## src/rtl/segre_pkg.sv

```systemverilog
// Shared decode-stage types: destination tags carried alongside EX/MEM/WB for hazard tracking.
package segre_pkg;

  localparam int unsigned SEGRE_REG_ADDR_W = 5;

  typedef enum logic {
    PROD_EX,
    PROD_MEM
  } prod_stage_e;

  typedef struct packed {
    logic                        valid;
    logic                        we;
    logic [SEGRE_REG_ADDR_W-1:0] rd;
    prod_stage_e                 prod_stage;
  } dep_tag_t;

  localparam dep_tag_t DEP_TAG_BUBBLE = '{valid: 1'b0, we: 1'b0, rd: '0, prod_stage: PROD_EX};

  // x0 is hardwired to zero, so a write to it never creates a dependency.
  function automatic logic tag_hits(dep_tag_t tag, logic [SEGRE_REG_ADDR_W-1:0] rs);
    return tag.valid && tag.we && (tag.rd != '0) && (tag.rd == rs);
  endfunction

endpackage

```

## src/rtl/dep_tag_slot.sv

```systemverilog
// One destination-tag register: loads a new tag or a bubble when enabled, holds otherwise.
module dep_tag_slot
  import segre_pkg::*;
(
  input  logic     clk_i,
  input  logic     rst_i,
  input  logic     en_i,
  input  logic     bubble_i,
  input  dep_tag_t tag_i,
  output dep_tag_t tag_o
);

  dep_tag_t tag_d, tag_q;

  always_comb begin
    tag_d = tag_q;
    if (en_i) begin
      tag_d = bubble_i ? DEP_TAG_BUBBLE : tag_i;
    end
  end

  always_ff @(posedge clk_i or posedge rst_i) begin
    if (rst_i) begin
      tag_q <= DEP_TAG_BUBBLE;
    end else begin
      tag_q <= tag_d;
    end
  end

  assign tag_o = tag_q;

endmodule

```

## src/rtl/dep_tracker_id.sv

```systemverilog
// Decode-stage dependency tracker: per-stage match flags for the bypass controller,
// load-use stall generation and a saturating stall-cycle counter.
module dep_tracker_id
  import segre_pkg::*;
#(
  parameter int unsigned REG_ADDR_W = SEGRE_REG_ADDR_W,
  parameter int unsigned CNT_W      = 32
) (
  input  logic                  clk_i,
  input  logic                  rst_i,
  input  logic                  valid_id_i,
  input  logic [REG_ADDR_W-1:0] rs1_id_i,
  input  logic [REG_ADDR_W-1:0] rs2_id_i,
  input  logic                  use_rs1_id_i,
  input  logic                  use_rs2_id_i,
  input  logic [REG_ADDR_W-1:0] rd_id_i,
  input  logic                  rf_we_id_i,
  input  prod_stage_e           prod_stage_id_i,
  input  logic                  mem_stall_i,
  input  logic                  flush_i,
  output logic                  valid_ex_o,
  output logic                  valid_mem_o,
  output logic                  valid_wb_o,
  output logic                  data_produced_ex_o,
  output logic                  data_produced_mem_o,
  output logic                  data_produced_wb_o,
  output logic                  depEX_src_a_o,
  output logic                  depEX_src_b_o,
  output logic                  depMEM_src_a_o,
  output logic                  depMEM_src_b_o,
  output logic                  depWB_src_a_o,
  output logic                  depWB_src_b_o,
  output logic                  stall_id_o,
  output logic [CNT_W-1:0]      stall_cycles_o
);

  dep_tag_t id_tag, ex_tag, mem_tag, wb_tag;
  logic     advance;
  logic     ex_bubble;

  logic [CNT_W-1:0] stall_cycles_d, stall_cycles_q;

  assign id_tag = '{valid: 1'b1, we: rf_we_id_i, rd: rd_id_i, prod_stage: prod_stage_id_i};

  // A memory stall freezes the whole tag pipe, including a pending flush.
  assign advance   = !mem_stall_i;
  assign ex_bubble = !(valid_id_i && !stall_id_o && !flush_i);

  dep_tag_slot u_slot_ex (
    .clk_i    (clk_i),
    .rst_i    (rst_i),
    .en_i     (advance),
    .bubble_i (ex_bubble),
    .tag_i    (id_tag),
    .tag_o    (ex_tag)
  );

  dep_tag_slot u_slot_mem (
    .clk_i    (clk_i),
    .rst_i    (rst_i),
    .en_i     (advance),
    .bubble_i (1'b0),
    .tag_i    (ex_tag),
    .tag_o    (mem_tag)
  );

  dep_tag_slot u_slot_wb (
    .clk_i    (clk_i),
    .rst_i    (rst_i),
    .en_i     (advance),
    .bubble_i (1'b0),
    .tag_i    (mem_tag),
    .tag_o    (wb_tag)
  );

  assign valid_ex_o  = ex_tag.valid;
  assign valid_mem_o = mem_tag.valid;
  assign valid_wb_o  = wb_tag.valid;

  assign data_produced_ex_o  = ex_tag.valid && ex_tag.we && (ex_tag.prod_stage == PROD_EX);
  assign data_produced_mem_o = mem_tag.valid && mem_tag.we;
  assign data_produced_wb_o  = wb_tag.valid && wb_tag.we;

  assign depEX_src_a_o  = tag_hits(ex_tag, rs1_id_i);
  assign depEX_src_b_o  = tag_hits(ex_tag, rs2_id_i);
  assign depMEM_src_a_o = tag_hits(mem_tag, rs1_id_i);
  assign depMEM_src_b_o = tag_hits(mem_tag, rs2_id_i);
  assign depWB_src_a_o  = tag_hits(wb_tag, rs1_id_i);
  assign depWB_src_b_o  = tag_hits(wb_tag, rs2_id_i);

  // Only a load still in EX lacks its data; MEM/WB results are always bypassable.
  assign stall_id_o = valid_id_i && !flush_i && ex_tag.valid && ex_tag.we &&
                      (ex_tag.prod_stage == PROD_MEM) &&
                      ((use_rs1_id_i && depEX_src_a_o) || (use_rs2_id_i && depEX_src_b_o));

  always_comb begin
    stall_cycles_d = stall_cycles_q;
    if (stall_id_o && !mem_stall_i && (stall_cycles_q != {CNT_W{1'b1}})) begin
      stall_cycles_d = stall_cycles_q + 1'b1;
    end
  end

  always_ff @(posedge clk_i or posedge rst_i) begin
    if (rst_i) begin
      stall_cycles_q <= '0;
    end else begin
      stall_cycles_q <= stall_cycles_d;
    end
  end

  assign stall_cycles_o = stall_cycles_q;

endmodule

```

## config.mk

```make
export PLATFORM = sky130hd
export DESIGN_NAME = dep_tracker_id
export DESIGN_NICKNAME = d
export VERILOG_FILES = /design/src/rtl/segre_pkg.sv /design/src/rtl/dep_tag_slot.sv /design/src/rtl/dep_tracker_id.sv
export SDC_FILE = /design/constraint.sdc
export NUM_CORES = 1
export LEC_CHECK = 0
export CAP_MARGIN = 20
export CORE_MARGIN = 1.5
export CORE_UTILIZATION = 45
export DETAILED_ROUTE_END_ITERATION = 8
export PLACE_DENSITY = 0.89
export SLEW_MARGIN = 40
export SYNTH_ARGS = -nofsm -noshare
export SYNTH_HDL_FRONTEND = slang
export SYNTH_SLANG_ARGS = --single-unit
```

## constraint.sdc

```tcl
create_clock -name clk_i -period 2.1 [get_ports clk_i]
set_clock_uncertainty 0.05 [all_clocks]
set_input_delay 0.42 -clock clk_i [delete_from_list [all_inputs] [get_ports clk_i]]
set_output_delay 0.42 -clock clk_i [all_outputs]
set_load 0.03 [all_outputs]
```

==> results.md, run 1 <==
* Cell count after synthesis at 248
* Syn Area/Cell at 11.4 um2
* Fin. Hold Viols at 0
* Post-synthesis cell area at 2840 um2
* Routability cong. at 0.841
* Slew HR at 0.678
* Post-synthesis sequential area ratio at 0.477
* Number of enable flip-flop cells after synthesis at 0
* Maximum VDD drop at 0.350 mV
* GRT Overall Usage at 0.259
* Leak pwr at 2.11 nW
* Pre-CTS WS at -0.751 ns
* Crit share post-route at 1.18
* Arr. time, crit path at 2.01 ns
* Setup_tns at -11.31 ns
* Setup WS post-layout at -0.379 ns
* Die H at 82.4 um
* Crit Path Max Fanout at 3
* Core Footprint at 5990 um2
* H-tree level count at 2
* Area leader, netlist: dfrtp_1
* Boundary Pins at 69
* Initial antenna violation count at 0
* Post-layout min period at 2.48 ns
* Min-Delay Path Class: primary input to asynchronous set/reset pin
* Max Fclk at 403 MHz
* Register bit total from synthesis at 54
* Residual DRC at 0
* GRT overflow at 0
* Num CTS Buffers at 5
* Syn Nets at 273
* CTS root buf: clkbuf_8
* Rows at 28
* Via density at 5.70
* CP Launch Point: u_slot_ex.tag_o[2]
* Initial cell density of the core at 0.473
* Prevailing post-synth register cell: dfrtp_1
* Largest net degree at the start of global routing at 28
* Slowest stage cell on the critical path: dfrtp_1
* CP most frequent cell: buf_6
* Outcome: finished, violations left
* CP Cell Sequence: buf_6 > xor2_1 > nor3_2 > a22o_1 > buf_6 > nor2b_4 > buf_6
* P per Cell Area at 432 nW/um2
* CP required at 1.63 ns
* First-pass DRT Iterations at 4
* Worst slew pin tran at 0.482 ns
* Antenna Cells at 0
* Commonest non-fill, non-tap cells in the layout: buf_4, clkdlybuf4s50_1, dfrtp_1, xor2_1, xnor2_1
* Layout Nets at 419
* CTS Buffer Depth at 2
* RSZ-0062 raised after global routing: true
* Setup CP Type: flop to primary output
* Post-DP HPWL at 5760 um
* Via count at 2,672
* Failing checks: setup timing
* Layout cells sized above 1 at 0.477
* Global-route wire length before repair at 13,100 um
* Die area at 6790 um2
* RR Endpoint: stall_cycles_o[31]
* Final setup fails at 47
* Vias in the first global route at 2,682
* Drt wl/cell at 20.1 um
* Final Max Tran Viols at 0
* ANT nets after route at 0
* Depth of the worst register-to-register path at 8
* CTS clk-pin slew, worst paths at 0.10 ns
* Reg2Reg Setup Slack at -0.33 ns
* Initial drt markers at 154
* Max-cap violation count at 0
* Ranking of synthesized cells by area: dfrtp_1, xor2_1, xnor2_1, mux2_2, nand4_1
* Area Growth Syn to Fin at 69.9%
* Max incr delay on CP at 0.43 ns
* Port bufs at 68
* Worst r2r src: u_slot_ex.tag_o[2]
* Ys Warns at 0
* Yosys top cell area share at 0.477
* Worst setup EP type: primary output
* TritonCTS clock tree: done
* CTS Sinks at 54
* Die Wd at 82.4 um
* Core Util, Final at 0.804
* Commonest non-fill, non-tap cell in the layout: buf_4
* Later-pin clock latency in the skew report at 0.31 ns
* Post-synth ARST share at 1.00
* WL final at 9410 um
* CP Launch Type: flop
* CP Capture Point: stall_id_o
* Yosys cell types at 34
-- layout make-up --
class | count | area [um2]
fillers | 349 | 1170
repair buffers | 148 | 1350
well taps | 75 | 93.8
inverters | 3 | 11.3
multi-input cells | 182 | 1910
flip-flops and latches | 54 | 1380
clock inverters | 1 | 7.51
clock buffers | 6 | 72.6
-- where the power goes --
part | internal (mW) | switching [mW] | total [mW]
combinational | 0.215 | 0.192 | 0.407
sequential | 1.07 | 0.0367 | 1.11
clock | 0.230 | 0.332 | 0.562
-- routing by layer --
metal,global-route usage,vias up,share of wire
met2,0.466,115,0.52
met1,0.308,1336,0.40
li1,-,1199,-
met5,0,-,0
met4,0.0898,0,0.027
met3,0.0451,22,0.060
-- kinds of logic after synthesis --
family                   after synthesis  synth area share
AND/OR/NAND/NOR                       92             0.213
XOR/XNOR                              60             0.185
flip-flops                            54             0.477
multiplexers                          16            0.0635
buffers and inverters                 13            0.0234
AO/OA/AOI/OAI                         12            0.0335
adder cells (fa/ha/maj)                1           0.00441
-- worst min-delay path by stage --
| stage | start | to | slack (ns) | depth (start not counted) |
|---|---|---|---|---|
| finish | rst_i | u_slot_mem.tag_o[7] | 0.40 | 2 |
| floorplan | u_slot_wb.tag_o[6] | u_slot_wb.tag_o[6] | 0.42 | 1 |
| detailed placement | stall_cycles_o[15] | stall_cycles_o[15] | 0.42 | 1 |
| global placement | stall_cycles_o[15] | stall_cycles_o[15] | 0.42 | 1 |
| global route | stall_cycles_o[15] | stall_cycles_o[15] | 0.45 | 1 |
| CTS | rst_i | u_slot_mem.tag_o[7] | 0.43 | 2 |
-- worst max-delay path, delay by kind of cell (launching register included) --
kind | cells | cell delay, ns
AO/OA/AOI/OAI | 1 | 0.26
XOR/XNOR | 1 | 0.16
buffers and inverters | 3 | 0.42
flip-flops | 1 | 0.43
AND/OR/NAND/NOR | 2 | 0.42
-- registers in the layout, indices dropped and copies added (netlist names) --
name              cells
stall_cycles_o       32
u_slot_ex.tag_o       8
u_slot_wb.tag_o       7
u_slot_mem.tag_o      7
-- per-stage QoR --
step	hold slack (ns)	power [mW]	instance area, um2	std cells
4_1_cts	0.426	2.04	4510	460
6_report	0.401	2.08	4820	469
2_1_floorplan	0.420	1.30	3070	248
3_5_place_dp	0.415	1.47	4220	441
5_1_grt	0.447	2.16	4820	469
3_3_place_gp	0.417	1.46	4220	441
-- synth_stat cells, types with 4 or more instances --
library cell  count
a22o_1            8
and3_1            7
and4_1            4
dfrtp_1          54
mux2_2           16
nand2_1           8
nand3_1          13
nand4_1          15
nor3_1            9
nor4_1           12
xnor2_1          25
xor2_1           35
-- what timing repair did --
action / 4_1_cts / 5_1_grt
gates resized for setup: 37 / 47
gates cloned: 0 / 1
setup endpoints to repair: 48 / 48
pin swaps: 19 / 36
setup buffers: 12 / 11
hold buffers: 0 / 0
Note: power is estimated with default switching activity, not from simulation.
==> inputs of run 2 (changes only) <==
--- a/config.mk
+++ b/config.mk
@@ -10,6 +10,7 @@
 export CORE_UTILIZATION = 45
 export DETAILED_ROUTE_END_ITERATION = 8
 export PLACE_DENSITY = 0.89
+export SKIP_CTS_REPAIR_TIMING = 1
 export SLEW_MARGIN = 40
 export SYNTH_ARGS = -nofsm -noshare
 export SYNTH_HDL_FRONTEND = slang
==> run 2 against run 1 <==
Effect of this change:
- the flow still finishes with violations (setup timing)
- first-iteration DRC count shrank 15%
- via count shrank 2.9%
- sequential power is essentially flat
- combinational power shrank 2%
- sequential share of layout area shrank 0.31 points
- die area is the same
- register-to-register slack gained 0.05 ns
- worst setup slack gained 0.085 ns
- power shrank 0.24%
- global-route usage shrank 1.9 points
- final cell count shrank 1.3%
- clock-buffer cell count is the same
- largest cell class unchanged
- largest power group unchanged
==> results.md, run 2 (synthesis results as in run 1) <==
* TritonCTS clock tree: done (unchanged)
* Layout cells sized above 1 at 0.482 (was 0.477)
* Final Max Tran Viols at 0 (unchanged)
* GRT Overall Usage at 0.240 (was 0.259)
* Later-pin clock latency in the skew report at 0.31 ns (about the same)
* Boundary Pins at 69 (unchanged)
* Initial antenna violation count at 0 (unchanged)
* Failing checks: setup timing (unchanged)
* Initial drt markers at 131 (was 154)
* Commonest non-fill, non-tap cell in the layout: buf_4 (unchanged)
* Rows at 28 (unchanged)
* ANT nets after route at 0 (unchanged)
* Num CTS Buffers at 5 (unchanged)
* Core Footprint at 5990 um2 (unchanged)
* Die H at 82.4 um (unchanged)
* RR Endpoint: stall_cycles_o[28] (was stall_cycles_o[31])
* Via count at 2,595 (was 2,672)
* Commonest non-fill, non-tap cells in the layout: buf_4, clkdlybuf4s50_1, dfrtp_1, xor2_1, xnor2_1 (unchanged)
* Min-Delay Path Class: primary input to asynchronous set/reset pin (unchanged)
* Worst slew pin tran at 0.494 ns (was 0.482 ns)
* Fin. Hold Viols at 0 (unchanged)
* Largest net degree at the start of global routing at 28 (unchanged)
* Arr. time, crit path at 2.58 ns (was 2.01 ns)
* Worst setup EP type: flop (was primary output)
* GRT overflow at 0 (unchanged)
* Dpl cells at 441 (unchanged)
* Fin cells at 463 (was 469)
* Hold WS at 0.417 ns (was 0.401 ns)
* RSZ-0062 raised after global routing: true (unchanged)
* CTS Sinks at 54 (unchanged)
* First-pass DRT Iterations at 4 (unchanged)
* Vias in the first global route at 2,534 (was 2,682)
* Antenna Cells at 0 (unchanged)
* Residual DRC at 0 (unchanged)
* Layout Nets at 413 (was 419)
* Area Growth Syn to Fin at 71.7% (was 69.9%)
* CTS clk-pin slew, worst paths at 0.10 ns (about the same)
* Initial cell density of the core at 0.473 (unchanged)
* Drt wl/cell at 20.1 um (about the same)
* Die area at 6790 um2 (unchanged)
* Leak pwr at 2.21 nW (was 2.11 nW)
* Max-cap violation count at 0 (unchanged)
* DP Area at 4220 um2 (unchanged)
* Crit share post-route at 1.14 (was 1.18)
* CTS root buf: clkbuf_8 (unchanged)
* Final Cell Area at 4870 um2 (was 4820 um2)
* Final setup fails at 47 (unchanged)
* Depth of the worst register-to-register path at 9 (was 8)
* Post-DP HPWL at 5760 um (unchanged)
* H-tree level count at 2 (unchanged)
* Global-route wire length before repair at 12,300 um (was 13,100 um)
* Max Fclk at 418 MHz (was 403 MHz)
* WL final at 9320 um (was 9410 um)
* Slew HR at 0.670 (was 0.678)
* Via density at 5.60 (was 5.70)
* Routability cong. at 0.841 (unchanged)
* Die Wd at 82.4 um (unchanged)
* Setup CP Type: primary input to flop (was flop to primary output)
* CTS Buffer Depth at 2 (unchanged)
* CP Launch Type: primary input (was flop)
* P per Cell Area at 426 nW/um2 (was 432 nW/um2)
* Maximum VDD drop at 0.334 mV (was 0.350 mV)
* Post-layout min period at 2.39 ns (was 2.48 ns)
* Crit Path Max Fanout at 8 (was 3)
* CP required at 2.29 ns (was 1.63 ns)
* Setup WS post-layout at -0.294 ns (was -0.379 ns)
* Max reg flops at 32 (unchanged)
* Port bufs at 68 (unchanged)
* Worst r2r src: u_slot_ex.tag_o[5] (was u_slot_ex.tag_o[2])
* Reg2Reg Setup Slack at -0.28 ns (was -0.33 ns)
* Outcome: finished, violations left (unchanged)
==> run 2: layout make-up <==
cell class	instances	area (um2)
Clock buffer	6	72.6
Clock inverter	1	7.51
Fill cell	333	1120
Inverter	3	11.3
Multi-Input combinational cell	181	1930
Sequential cell	54	1380
Tap cell	75	93.8
Timing Repair Buffer	143	1380
==> run 2: worst max path at each step <==
stage	startpoint	to	slack, ns	cells after the start
2_1_floorplan	u_slot_ex.tag_o[7]	stall_cycles_o[9]	-0.24	8
3_3_place_gp	rs1_id_i[2]	stall_cycles_o[9]	-0.56	9
3_5_place_dp	rs1_id_i[2]	stall_cycles_o[21]	-0.75	8
4_1_cts	rs1_id_i[2]	stall_id_o	-0.51	7
5_1_grt	u_slot_ex.tag_o[5]	stall_cycles_o[28]	-0.36	9
6_report	rs1_id_i[2]	stall_cycles_o[28]	-0.29	9
==> run 2: where the power goes <==
group          leakage [nW]  switching, mW  internal (mW)
clock                0.0373          0.333          0.230
sequential            0.706         0.0378           1.07
combinational          1.46          0.184          0.215
==> run 2: layer usage <==
layer	track usage	up-vias	routed length, um
met1	0.299	1330	3860
li1	-	1177	-
met5	0	-	0
met4	0.0712	0	146
met3	0.0374	13	342
met2	0.424	75	4970
==> run 2: stage by stage <==
step	TNS, ns	utilization	setup WS [ns]	power [mW]
global placement	-17.30	0.704	-0.563	1.46
detailed placement	-21.78	0.704	-0.751	1.47
floorplan	-5.82	-	-0.241	1.30
finish	-7.38	0.813	-0.294	2.07
CTS	-9.83	0.718	-0.506	2.02
global route	-10.66	0.813	-0.357	2.16
==> run 2: critical path, cell delays in order <==
cell and delay (ns):
clkdlybuf4s50_1 0.44, xor2_1 0.18, nor3_2 0.24, a22o_1 0.21, or3b_4 0.44, buf_12 0.17, buf_4 0.14, nor4_4 0.17
xor2_1 0.18
